**config.mk**
```make
export PLATFORM = sky130hd
export DESIGN_NAME = range_counter_ctrl
export DESIGN_NICKNAME = d
export VERILOG_FILES = /design/src/rtl/range_ctrl_pkg.sv /design/src/rtl/range_counter_ctrl.sv
export SDC_FILE = /design/constraint.sdc
export NUM_CORES = 1
export LEC_CHECK = 0
export BUFFER_PORTS_ARGS = -buffer_cell sky130_fd_sc_hd__buf_2
export CORE_UTILIZATION = 56
export CTS_CLUSTER_DIAMETER = 100
export DETAILED_ROUTE_END_ITERATION = 12
export PLACE_DENSITY_LB_ADDON = 0.2
export SLEW_MARGIN = 20
export SYNTH_ARGS = -nofsm -noshare
export SYNTH_HDL_FRONTEND = slang
export SYNTH_SLANG_ARGS = --single-unit
```
**constraint.sdc**
```tcl
create_clock -name clk -period 3.1 [get_ports clk]
set_input_delay 0.62 -clock clk [delete_from_list [all_inputs] [get_ports clk]]
set_output_delay 0.62 -clock clk [all_outputs]
set_load 0.05 [all_outputs]
```
**src/rtl/range_ctrl_pkg.sv**
```systemverilog
// Shared types and default sizes for the range counter sequencer.
package range_ctrl_pkg;

    localparam int DEF_WIDTH  = 6;
    localparam int DEF_PASS_W = 4;

    typedef enum logic [1:0] {
        ST_IDLE = 2'd0,
        ST_LOAD = 2'd1,
        ST_UP   = 2'd2,
        ST_DOWN = 2'd3
    } state_e;

endpackage

```
**src/rtl/range_counter_ctrl.sv**
```systemverilog
// Drives an up/down/load counter through lo->hi->lo triangle passes and
// freezes it (load held high) whenever no sweep is running.
module range_counter_ctrl
    import range_ctrl_pkg::*;
#(
    parameter int WIDTH  = DEF_WIDTH,
    parameter int PASS_W = DEF_PASS_W
) (
    input  logic              clk,
    input  logic              rst,
    input  logic              start,
    input  logic              abort,
    input  logic [WIDTH-1:0]  lo,
    input  logic [WIDTH-1:0]  hi,
    input  logic [PASS_W-1:0] passes,
    input  logic [WIDTH-1:0]  count_in,
    output logic              load,
    output logic              u_d,
    output logic [WIDTH-1:0]  data,
    output logic              busy,
    output logic              done,
    output logic              cfg_err,
    output logic [PASS_W-1:0] pass_cnt
);

    state_e              state_q, state_d;
    logic                load_q, load_d;
    logic                u_d_q, u_d_d;
    logic [WIDTH-1:0]    data_q, data_d;
    logic                busy_q, busy_d;
    logic                done_q, done_d;
    logic                cfg_err_q, cfg_err_d;
    logic [PASS_W-1:0]   pass_cnt_q, pass_cnt_d;
    logic [WIDTH-1:0]    lo_q, lo_d;
    logic [WIDTH-1:0]    hi_q, hi_d;
    logic [PASS_W-1:0]   passes_q, passes_d;

    logic [WIDTH-1:0]    next_val;
    logic [PASS_W-1:0]   pass_inc;

    // Value the counter takes on this edge; abort pins it there via load.
    assign next_val = load_q ? data_q
                    : (u_d_q ? count_in + WIDTH'(1) : count_in - WIDTH'(1));
    assign pass_inc = pass_cnt_q + PASS_W'(1);

    always_comb begin
        state_d    = state_q;
        load_d     = load_q;
        u_d_d      = u_d_q;
        data_d     = data_q;
        done_d     = 1'b0;
        cfg_err_d  = 1'b0;
        pass_cnt_d = pass_cnt_q;
        lo_d       = lo_q;
        hi_d       = hi_q;
        passes_d   = passes_q;

        case (state_q)
            ST_IDLE: begin
                if (start && !abort) begin
                    if (hi > lo) begin
                        lo_d       = lo;
                        hi_d       = hi;
                        passes_d   = passes;
                        pass_cnt_d = '0;
                        data_d     = lo;
                        load_d     = 1'b1;
                        state_d    = ST_LOAD;
                    end else begin
                        cfg_err_d = 1'b1;
                    end
                end
            end
            ST_LOAD: begin
                load_d  = 1'b0;
                u_d_d   = 1'b1;
                state_d = ST_UP;
            end
            ST_UP: begin
                if (count_in == hi_q - WIDTH'(1)) begin
                    u_d_d   = 1'b0;
                    state_d = ST_DOWN;
                end
            end
            ST_DOWN: begin
                if (count_in == lo_q + WIDTH'(1)) begin
                    pass_cnt_d = pass_inc;
                    if (passes_q != '0 && pass_inc == passes_q) begin
                        load_d  = 1'b1;
                        data_d  = lo_q;
                        done_d  = 1'b1;
                        state_d = ST_IDLE;
                    end else begin
                        u_d_d   = 1'b1;
                        state_d = ST_UP;
                    end
                end
            end
            default: state_d = ST_IDLE;
        endcase

        // Abort overrides any turn or completion decided above.
        if (abort && state_q != ST_IDLE) begin
            data_d     = next_val;
            load_d     = 1'b1;
            done_d     = 1'b0;
            pass_cnt_d = pass_cnt_q;
            state_d    = ST_IDLE;
        end

        busy_d = (state_d != ST_IDLE);
    end

    always_ff @(posedge clk or posedge rst) begin
        if (rst) begin
            state_q    <= ST_IDLE;
            load_q     <= 1'b1;
            u_d_q      <= 1'b0;
            data_q     <= '0;
            busy_q     <= 1'b0;
            done_q     <= 1'b0;
            cfg_err_q  <= 1'b0;
            pass_cnt_q <= '0;
            lo_q       <= '0;
            hi_q       <= '0;
            passes_q   <= '0;
        end else begin
            state_q    <= state_d;
            load_q     <= load_d;
            u_d_q      <= u_d_d;
            data_q     <= data_d;
            busy_q     <= busy_d;
            done_q     <= done_d;
            cfg_err_q  <= cfg_err_d;
            pass_cnt_q <= pass_cnt_d;
            lo_q       <= lo_d;
            hi_q       <= hi_d;
            passes_q   <= passes_d;
        end
    end

    assign load     = load_q;
    assign u_d      = u_d_q;
    assign data     = data_q;
    assign busy     = busy_q;
    assign done     = done_q;
    assign cfg_err  = cfg_err_q;
    assign pass_cnt = pass_cnt_q;

endmodule

```
=== After elaboration in Yosys (flattened, before gate mapping) ===
Index checks and enable logic that the tools add are counted.

* $add $sub $neg: 5
* Order comparisons: 1
* Equal/unequal tests: 16
* Muxes and demuxes: 36
* Bitwise logic cells: 1
* Reductions and logical operators: 17

{| class="wikitable"
|+ Operators with widths
! operator !! count
|-
| $mux W6 || 7
|-
| $mux W1 || 15
|-
| $add A6 B1 Y6 const B || 2
|-
| $eq A6 B6 Y1 || 2
|-
| $mux W2 || 6
|-
| $mux W4 || 3
|-
| $ne A2 B2 Y1 const B || 6
|-
| $ne A3 B3 Y1 const B || 4
|-
| $pmux W6 S2 || 1
|-
| $sub A6 B1 Y6 const B || 2
|-
| $reduce_and A5 Y1 || 2
|-
| $pmux W2 S4 || 1
|-
| $pmux W4 S2 || 1
|-
| $reduce_bool A4 Y1 || 2
|-
| $gt A6 B6 Y1 || 1
|-
| $pmux W1 S3 || 2
|-
| $reduce_and A6 Y1 || 1
|-
| $reduce_bool A2 Y1 || 3
|-
| $reduce_bool A3 Y1 || 2
|-
| $add A4 B1 Y4 const B || 1
|-
| $eq A2 B2 Y1 const B || 2
|-
| $eq A4 B4 Y1 || 1
|-
| $reduce_and A4 Y1 || 1
|-
| $logic_and A1 B1 Y1 || 3
|-
| other kinds (5) || 5
|}

* Flip-flop bits (word level): 33
* Input port bits: 26
* Output and inout bits: 15

=== Longest topological paths before layout ===
Gate-level depths: netlist of run 1.

* Depth after elaboration: 8
* Mapped depth: 9
* Mapped depth without buffers: 8

=== Least setup slack after synthesis of run 1 ===
OpenSTA, ideal clock, no wires.

* Kind: register -> register
* Start point: register pass_cnt_q[0], in the netlist pass_cnt[0]
* End point: register data_q[0], in the netlist data[0]
* Library setup time: 0.125 ns
* Arrival: 2.426 ns
* Slack: 0.549 ns
* Stages on the path, launching flop included: 8
* Buffers on the path: 0
* Period minus slack after synthesis: 2.551 ns
* Path through: dfrtp_1 > ha_1 > xor2_1 > nor3_1 > nand3_1 > o311a_4 > nor2_4 > mux2_2

* Cells in the longest elaborated chain, start to end: 5

{| class="wikitable"
|+ Ends and longest elaborated chain
! item !! line !! RTL
|-
| start, declared || range_counter_ctrl.sv:33 || <nowiki>logic [PASS_W-1:0] pass_cnt_q, pass_cnt_d;</nowiki>
|-
| start signal, assigned || range_counter_ctrl.sv:135 || <nowiki>pass_cnt_q <= pass_cnt_d;</nowiki>
|-
| $add A4 B1 Y4 || range_counter_ctrl.sv:44 || <nowiki>assign pass_inc = pass_cnt_q + PASS_W'(1);</nowiki>
|-
| $eq A4 B4 Y1 || range_counter_ctrl.sv:88 || <nowiki>if (passes_q != '0 && pass_inc == passes_q) begin</nowiki>
|-
| $logic_and A1 B1 Y1 || range_counter_ctrl.sv:88 ||
|-
| $ne A3 B3 Y1 (no source line) || - ||
|-
| $reduce_and A6 Y1 (no source line) || - ||
|-
| end signal, assigned || range_counter_ctrl.sv:131 || <nowiki>data_q <= data_d;</nowiki>
|-
| end, declared || range_counter_ctrl.sv:29 || <nowiki>logic [WIDTH-1:0] data_q, data_d;</nowiki>
|}

Every way passes these cells.
A chain may end at the register's enable or synchronous reset.

=== Final worst setup path of run 1 ===
* Start point: register pass_cnt_q[0], in the netlist pass_cnt[0]
* End point: register data_q[5], in the netlist data[5]

The elaborated chain is that of the path after synthesis.

==> flow_summary.json, run 1 <==
{
  "cp_data_required_time_ns": 3.28,
  "cts_tree": "done",
  "grtUsageMet3_pct": 5.74,
  "synth-adder-area-share_pct": 10.3,
  "io_pins": 41,
  "firstDrtPassIters": 5,
  "synth_nets": 285,
  "finalCritPeriodShare_pct": 80.8,
  "htree_num_levels": 2,
  "fmax_mhz": 399,
  "critPathMaxStageDelay_ns": 0.46,
  "remaining_drc_errors": 0,
  "ctsResizeCount": 0,
  "cts-buffers-inserted": 5,
  "synth_xor_xnor_area_share_pct": 9.10,
  "die_area_sq_um": 4540,
  "netlist_top_cells_area": "dfrtp_1, ha_1, mux2_2",
  "syn_inst": 240,
  "place_inst": 327,
  "vias": 1914,
  "routed_wl_um": 5100,
  "netlist.area_leader.share_pct": 33.5,
  "core_sq_um": 4060,
  "maxCapViolCount": 0,
  "synth_area_leader_cell": "dfrtp_1",
  "grt_pass1_vias": 1884,
  "path_class": "reg2reg",
  "ys_async_sr_fraction_pct": 100,
  "placed_area_sq_um": 2650,
  "avgViaCountPerCell": 5.71,
  "root_buffer": "clkbuf_8",
  "slew_viol_final": 0,
  "dieHeight_um": 67.4,
  "crit_fanout": 6,
  "clk_path_buf_depth": 2,
  "crit_arrival_ns": 2.68,
  "syn_to_final_growth_pct": 14.1,
  "grt_usage_pct": 26.4,
  "hp-class": "in2async",
  "rr_worst_depth": 7,
  "place_congestion": 0.867,
  "clkLatencyLatePin_ns": 0.29,
  "setup-violations-final": 0,
  "drive_gt1_share_pct": 28.8,
  "p_per_area_nw_per_um2": 534,
  "synth_compound_area_share_pct": 18.5,
  "cts_setup_buffers": 0,
  "start_util_pct": 59.0,
  "antenna_cells": 0,
  "crit_family": "simple AND/OR/NAND/NOR gates",
  "outcome": "finished, final reports clean",
  "grtUsageMet1_pct": 32.7,
  "drt_iter0_markers": 196,
  "path_clk_slew_ns": 0.07,
  "path_cells": "ha_1 -> xor2_1 -> nor3_1 -> nand3_1 -> o311a_4 -> nor2_4 -> mux2_2",
  "dp_hpwl_um": 3990,
  "nFillCells": 328,
  "grt_max_degree": 21,
  "slew_headroom_pct": 49.0,
  "cpMaxStageDelayCell": "dfrtp_1",
  "reg2reg_setup_slack_ns": 0.59,
  "grt_setup_unrepaired": "false",
  "synth-simple-area-share_pct": 12.1,
  "final_area_sq_um": 2730,
  "r2r_start": "pass_cnt[0]$_DFFE_PP0P_",
  "synthMuxAreaShare_pct": 10.6,
  "numPortBuffers": 40,
  "cts.sinks": 33,
  "grt-ovfl-total": 0,
  "netlist_area_sq_um": 2390,
  "placementRows": 23,
  "startpoint_type": "flip-flop",
  "cts_hold_buf": 0,
  "synth_common_cells": "dfrtp_1, inv_1, ha_1, mux2_2",
  "grtUsageMet2_pct": 43.1,
  "busiest_layer": "met2",
  "worstSetupEndpointType": "flip-flop",
  "avgSynthCellArea_sq_um": 9.97,
  "peakVddDrop_uv": 300,
  "p_leak_nw": 1.27,
  "worst_slack_ns": 0.594,
  "dieWidth_um": 67.4,
  "tightest_slew_ns": 0.765,
  "detail-route-antenna-nets": 0,
  "nets": 329,
  "grt_pass1_wl_um": 8590,
  "ys_ff_latch": 33,
  "synth_cell_types": 50,
  "place_worst_setup_slack_ns": 0.384,
  "synth_edf_count": 0,
  "final_cell_count_no_fill": 335,
  "ys_warn_count": 0,
  "synth-seq-area-share_pct": 34.6,
  "skew_ns": 0.00736,
  "cp_num_buf_inv": 0,
  "fin_crit_ns": 2.51,
  "synth.most_common_cell": "dfrtp_1",
  "antenna_found_initial": 0,
  "synth_top_family_by_area": "compound AO/OA/AOI/OAI gates",
  "synth_ff_type": "dfrtp_1",
  "r2r-end": "data[5]$_DFFE_PP0P_",
  "fin_setup_tns_ns": 0,
  "hold_violations": 0,
  "wl_per_cell_um": 15.2
}
[through the flow]
step	hold slack, ns	util [%]	power (mW)
6_report	0.406	67.3	1.46
5_1_grt	0.450	67.3	1.55
4_1_cts	0.420	67.3	1.47
3_5_place_dp	0.494	65.2	1.15
3_3_place_gp	0.487	65.2	1.13
2_1_floorplan	0.501	-	1.02
[registers in the layout, summed over array words and instances, names as in the netlist]
register and flops:
u_d 1, hi_q 6, load 1, pass_cnt 4, lo_q 6, passes_q 4
state_q 2, data 6, cfg_err 1, done 1, busy 1
[logic make-up (layout without fill, tap and decap cells)]
group	count (synthesis)	count (layout)
AOI/OAI and AO/OA	58	58
xor gates and xnor gates	24	24
adders and majority gates	19	19
buffers and inverters	28	73
DFF	33	33
muxes	23	23
and+or+nand+nor	55	55
[cell usage in the layout (no fill, tap or decap), drive strengths merged, types with 2 or more instances in the layout]
cell / instances
a211o: 3
a211oi: 2
a21o: 3
a21oi: 11
a31oi: 3
and2: 2
and3: 2
buf: 44
clkbuf: 6
clkinv: 2
dfrtp: 32
ha: 18
inv: 21
mux2: 18
mux2i: 5
nand2: 15
nand3: 4
nand4: 3
nor2: 12
nor2b: 2
nor3: 7
nor4: 3
nor4b: 2
o21ai: 16
o21bai: 2
o31a: 3
o31ai: 4
xnor2: 15
xor2: 9
[per-layer routing]
metal	part of all wire [%]	vias to the layer above
li1	-	948
met1	45	911
met2	49	41
met3	3.6	14
met4	2.9	0
met5	0	-
[how the worst max path moves through the flow]
stage,cells past startpoint,slack (ns),startpoint,endpoint
finish,7,0.59,pass_cnt[0]$_DFFE_PP0P_,data[5]$_DFFE_PP0P_
detailed placement,9,0.38,lo[4],pass_cnt[3]$_DFFE_PP0P_
global route,7,0.46,pass_cnt[0]$_DFFE_PP0P_,data[0]$_DFFE_PP0P_
floorplan,7,0.55,pass_cnt[0]$_DFFE_PP0P_,data[0]$_DFFE_PP0P_
global placement,9,0.43,lo[4],pass_cnt[3]$_DFFE_PP0P_
CTS,7,0.60,pass_cnt[0]$_DFFE_PP0P_,data[5]$_DFFE_PP0P_
[cell type report]
type,count,area (sq um),share of cell area (%)
tap,50,62.6,2.29
timing repair buffer,44,230,8.43
inverter,21,78.8,2.89
clock buffer,6,72.6,2.66
multi-input combinational,179,1450,53.1
clock inverter,2,10.0,0.367
sequential,33,827,30.3
[power breakdown]
part	internal (mW)	total, mW	switching (mW)
Clock	0.155	0.316	0.161
Sequential	0.521	0.605	0.0841
Combinational	0.221	0.536	0.316
No activity file was read; power rests on OpenSTA's default activity.
==> run 2: changes to the inputs <==
==> constraint.sdc (replaced) <==
create_clock -name clk -period 2.55 [get_ports clk]
set_input_delay 0.51 -clock clk [delete_from_list [all_inputs] [get_ports clk]]
set_output_delay 0.51 -clock clk [all_outputs]
set_load 0.05 [all_outputs]
==> flow_summary.json, run 2 (synthesized netlist as in run 1, its figures left out) <==
{
  "r2r_start": "pass_cnt[1]$_DFFE_PP0P_",
  "antenna_found_initial": 0,
  "numPortBuffers": 40,
  "dp_hpwl_um": 4160,
  "io_pins": 41,
  "path_clk_slew_ns": 0.07,
  "cts.sinks": 33,
  "detail-route-antenna-nets": 0,
  "switching_share_pct": 36.1,
  "reg2reg_setup_slack_ns": 0.12,
  "worst_slack_ns": 0.122,
  "r2r-end": "data[5]$_DFFE_PP0P_",
  "remaining_drc_errors": 0,
  "grt_pass1_vias": 1881,
  "seq_power_share_pct": 38.4,
  "core_sq_um": 4060,
  "syn_to_final_growth_pct": 17.4,
  "vias": 1917,
  "root_buffer": "clkbuf_8",
  "outcome": "finished, final reports clean",
  "maxCapViolCount": 0,
  "whs_ns": 0.297,
  "start_util_pct": 59.0,
  "fmax_mhz": 412,
  "place_worst_setup_slack_ns": 0.00594,
  "setup-violations-final": 0,
  "finalCritPeriodShare_pct": 95.2,
  "die_area_sq_um": 4540,
  "dieHeight_um": 67.4,
  "place_congestion": 0.851,
  "fin_crit_ns": 2.43,
  "drt_iter0_markers": 133,
  "wl_per_cell_um": 15.7,
  "fin_setup_tns_ns": 0,
  "p_leak_nw": 1.31,
  "hp-class": "in2async",
  "grt_pass1_wl_um": 8920,
  "crit_arrival_ns": 2.60,
  "tightest_slew_ns": 0.459,
  "drive_gt1_share_pct": 30.4,
  "utilization_pct": 69.2,
  "comb_power_share_pct": 34.8,
  "grt_max_degree": 34,
  "startpoint_type": "flip-flop",
  "finalPower_mw": 1.92,
  "firstDrtPassIters": 4,
  "clk_path_buf_depth": 2,
  "slew_viol_final": 0,
  "ctsResizeCount": 0,
  "worstSetupEndpointType": "flip-flop",
  "final_area_sq_um": 2810,
  "nets": 333,
  "final_cell_mix": "buf_2, dfrtp_1, inv_1, mux2_2, ha_1",
  "grt_usage_pct": 27.4,
  "path_class": "reg2reg",
  "peakVddDrop_uv": 357,
  "place_inst": 331,
  "p_per_area_nw_per_um2": 684,
  "startpoint": "pass_cnt[1]$_DFFE_PP0P_",
  "placementRows": 23,
  "final_cell_count_no_fill": 339,
  "crit_fanout": 6,
  "cts_hold_buf": 0,
  "hold_violations": 0,
  "cp_data_required_time_ns": 2.72,
  "cts_tree": "done",
  "htree_num_levels": 2,
  "clkLatencyLatePin_ns": 0.29,
  "routed_wl_um": 5340,
  "cts-buffers-inserted": 5,
  "placed_area_sq_um": 2680,
  "avgViaCountPerCell": 5.65,
  "dieWidth_um": 67.4,
  "p_sw_uw": 694,
  "grt-ovfl-total": 0,
  "antenna_cells": 0,
  "p_int_mw": 1.23,
  "rr_worst_depth": 7,
  "slew_headroom_pct": 68.6,
  "mostFrequentLayoutCell": "buf_2",
  "skew_ns": 0.00541,
  "pwr-share-clk_pct": 26.7,
  "cts_setup_buffers": 0
}
run 2: critical path, cell delays in order, from the launching register on:
cell,delay (ns)
dfrtp_1,0.42
ha_1,0.32
xor2_1,0.17
nor3_2,0.22
nand3_1,0.16
o311a_4,0.45
nor2_4,0.21
mux2_2,0.36
run 2: worst max-delay path by stage:
stage	to	slack, ns
final	data[5]$_DFFE_PP0P_	0.12
after detailed placement	pass_cnt[3]$_DFFE_PP0P_	0.006
after floorplan	data[0]$_DFFE_PP0P_	0.04
after global routing	data[5]$_DFFE_PP0P_	-0.003
after global placement	pass_cnt[2]$_DFFE_PP0P_	0.07
after CTS	data[5]$_DFFE_PP0P_	0.06
run 2: final cells by class:
cell class	instances	area (sq um)
well taps	50	62.6
clock buffers	7	86.3
clock inverters	1	30.0
flip-flops and latches	33	828
fillers	309	1250
inverters	21	78.8
multi-input cells	179	1460
repair buffers	48	260
run 2: metal layers:
layer | GRT usage (%) | routed length [um] | vias to the layer above
met5 | 0 | 0 | -
met4 | 12.2 | 136 | 0
met3 | 5.07 | 178 | 11
met2 | 46.1 | 2590 | 46
met1 | 33.9 | 2440 | 907
li1 | - | - | 953
run 2: power by group through the flow:
stage | Sequential [mW] | Clock, mW | Combinational, mW
floorplan | 0.841 | 0 | 0.397
global placement | 0.742 | 0 | 0.637
detailed placement | 0.747 | 0 | 0.655
CTS | 0.738 | 0.526 | 0.658
global route | 0.758 | 0.552 | 0.730
finish | 0.739 | 0.514 | 0.669
==> run 3: changes to the inputs <==
--- a/config.mk
+++ b/config.mk
@@ -5,8 +5,9 @@
 export SDC_FILE = /design/constraint.sdc
 export NUM_CORES = 1
 export LEC_CHECK = 0
+export ABC_AREA = 1
 export BUFFER_PORTS_ARGS = -buffer_cell sky130_fd_sc_hd__buf_2
-export CORE_UTILIZATION = 56
+export CORE_UTILIZATION = 52
 export CTS_CLUSTER_DIAMETER = 100
 export DETAILED_ROUTE_END_ITERATION = 12
 export PLACE_DENSITY_LB_ADDON = 0.2
==> constraint.sdc (replaced) <==
create_clock -name clk -period 2.03 [get_ports clk]
set_input_delay 0.406 -clock clk [delete_from_list [all_inputs] [get_ports clk]]
set_output_delay 0.406 -clock clk [all_outputs]
set_load 0.05 [all_outputs]
==> flow_summary.json, run 3 <==
{
  "skew_ns": 0.00652,
  "nFillCells": 438,
  "hp-class": "in2async",
  "topRoutingLayerUsed": "met4",
  "tightest_slew_ns": 0.423,
  "grt_usage_pct": 24.5,
  "path_class": "reg2reg",
  "synth_cell_types": 36,
  "p_per_area_nw_per_um2": 1420,
  "firstDrtPassIters": 4,
  "crit_arrival_ns": 2.05,
  "hold_violations": 0,
  "startpoint": "lo_q[0]$_DFFE_PP0P_",
  "ys_async_sr_fraction_pct": 100,
  "antenna_cells": 0,
  "dieHeight_um": 73.1,
  "die_area_sq_um": 5350,
  "syn_to_final_growth_pct": 17.6,
  "place_congestion": 0.831,
  "path_cells": "ha_1 -> or2_4 -> nand3_2 -> nand2_2 -> nor2_2 -> inv_1 -> nor2_2 -> nand2_2 -> nand3_4 -> nand2_4 -> nand2_1 -> nand2_1",
  "remaining_drc_errors": 0,
  "peakVddDrop_uv": 642,
  "crit_fanout": 9,
  "drive_gt1_share_pct": 23.7,
  "start_util_pct": 55.0,
  "critPathMaxStageDelay_ns": 0.42,
  "cts-buffers-inserted": 5,
  "detail-route-antenna-nets": 0,
  "dp_hpwl_um": 4660,
  "mostFrequentLayoutCell": "nand2_1",
  "grt-ovfl-total": 0,
  "setup-violations-final": 0,
  "path_clk_slew_ns": 0.07,
  "p_leak_nw": 1.74,
  "outcome": "finished, final reports clean",
  "maxCapViolCount": 0,
  "grt_pass1_wl_um": 9960,
  "cp_data_required_time_ns": 2.21,
  "vias": 2407,
  "syn_inst": 372,
  "whs_ns": 0.200,
  "fin_crit_ns": 1.87,
  "worstSetupEndpointType": "flip-flop",
  "crit_end": "data[4]$_DFFE_PP0P_",
  "wl_met3_um": 251,
  "place_worst_setup_slack_ns": -0.0163,
  "worst_slack_ns": 0.156,
  "clkLatencyLatePin_ns": 0.29,
  "r2r_start": "lo_q[0]$_DFFE_PP0P_",
  "synth-seq-area-share_pct": 31.4,
  "htree_num_levels": 2,
  "synth_area_leader_cell": "dfrtp_1",
  "synth.most_common_cell": "nand2_1",
  "met1_length_um": 2960,
  "ys_ff_latch": 33,
  "avgSynthCellArea_sq_um": 7.07,
  "startpoint_type": "flip-flop",
  "wl_met2_um": 2570,
  "final_cell_mix": "nand2_1, inv_1, buf_2, dfrtp_1, nand3_1",
  "netlist.area_leader.share_pct": 30.4,
  "cts_setup_buffers": 0,
  "antenna_found_initial": 0,
  "drt_iter0_markers": 141,
  "slew_viol_final": 0,
  "rr_worst_depth": 12,
  "grt_max_degree": 34,
  "wl_per_cell_um": 11.7,
  "synth_ff_type": "dfrtp_1",
  "grt_pass1_vias": 2199,
  "ys_warn_count": 0,
  "fmax_mhz": 534,
  "nets": 471,
  "dieWidth_um": 73.1,
  "cpMaxStageDelayCell": "dfrtp_1",
  "root_buffer": "clkbuf_8",
  "slew_headroom_pct": 71.8,
  "reg2reg_setup_slack_ns": 0.16,
  "avgViaCountPerCell": 4.87,
  "clk_path_buf_depth": 2,
  "cts.sinks": 33,
  "core_sq_um": 4790,
  "synth_edf_count": 0,
  "io_pins": 41,
  "netlist_top_cells_area": "dfrtp_1, nand2_1, ha_1",
  "synth_common_cells": "nand2_1, inv_1, dfrtp_1",
  "routed_wl_um": 5800,
  "finalCritPeriodShare_pct": 92.3,
  "r2r-end": "data[4]$_DFFE_PP0P_",
  "grt_setup_unrepaired": "false",
  "placementRows": 25,
  "cts_tree": "done",
  "numPortBuffers": 40,
  "netlist_area_sq_um": 2630,
  "synth_nets": 417
}
==> run 3: changes by cell type in the layout (fill, tap and decap cells not counted), sizes merged, moves of 8 or more <==
cell / previous run / this run
nand3: 4 / 33
a21oi: 11 / 19
nand2: 15 / 128
xnor2: 15 / 5
nor2: 12 / 30
mux2: 18 / 0
inv: 21 / 56
==> run 3: logic make-up after synthesis <==
kind of cell / synth area share, %
and+or+nand+nor: 35.6
buffers and inverters: 10.1
AOI/OAI and AO/OA: 10.6
DFF: 31.4
adders and majority gates: 9.32
xor gates and xnor gates: 3.00
==> run 3: how the worst min path moves through the flow <==
stage                        start                      end  slack, ns  depth (start not counted)
2_1_floorplan  hi_q[5]$_DFFE_PP0P_      hi_q[5]$_DFFE_PP0P_       0.46                          2
3_3_place_gp   data[3]$_DFFE_PP0P_      data[3]$_DFFE_PP0P_       0.45                          2
3_5_place_dp   data[3]$_DFFE_PP0P_      data[3]$_DFFE_PP0P_       0.45                          2
4_1_cts                        rst  passes_q[3]$_DFFE_PP0P_       0.21                          3
5_1_grt                        rst      data[3]$_DFFE_PP0P_       0.24                          3
6_report                       rst  passes_q[3]$_DFFE_PP0P_       0.20                          3
==> run 3: routing by layer <==
layer	global-route usage [%]	vias to the layer above
li1	-	1282
met1	35.0	1072
met2	38.6	50
met3	4.14	3
met4	5.88	0
met5	0	-
==> run 3: cell type report <==
type,instances,area [sq um],share of cell area [%]
Tap cell,67,83.8,2.71
Clock buffer,7,96.3,3.11
Multi-Input combinational cell,275,1550,50.1
Timing Repair Buffer,54,318,10.3
Sequential cell,33,827,26.7
Inverter,57,214,6.91
Clock inverter,1,5.00,0.162
==> run 3: timing repair <==
action,4_1_cts,5_1_grt
resized for setup,0,2
hold buffers,0,0
endpoints found under the hold margin,0,0
setup endpoints to repair,0,6
==> run 3: worst max-delay path: cells and delay by family (launching register included) <==
family	cells	cell delay (ns)
AND/OR/NAND/NOR	10	1.03
buffers and inverters	1	0.06
adder cells (fa/ha/maj)	1	0.24
flip-flops	1	0.42
==> run 3: power by group <==
group	internal, mW	switching, mW
Sequential	0.940	0.210
Combinational	0.966	1.74
Clock	0.306	0.241
Total	2.21	2.19
==> run 3: stage by stage <==
step | utilization [%] | instances | instance area (sq um) | power, mW | TNS [ns]
after detailed placement | 62.3 | 486 | 2980 | 3.82 | -0.0163
after floorplan | - | 372 | 2630 | 3.20 | 0
after global placement | 62.3 | 486 | 2980 | 3.76 | 0
after CTS | 64.4 | 494 | 3080 | 4.38 | 0
after global routing | 64.7 | 494 | 3090 | 4.83 | 0
final | 64.7 | 494 | 3090 | 4.40 | 0
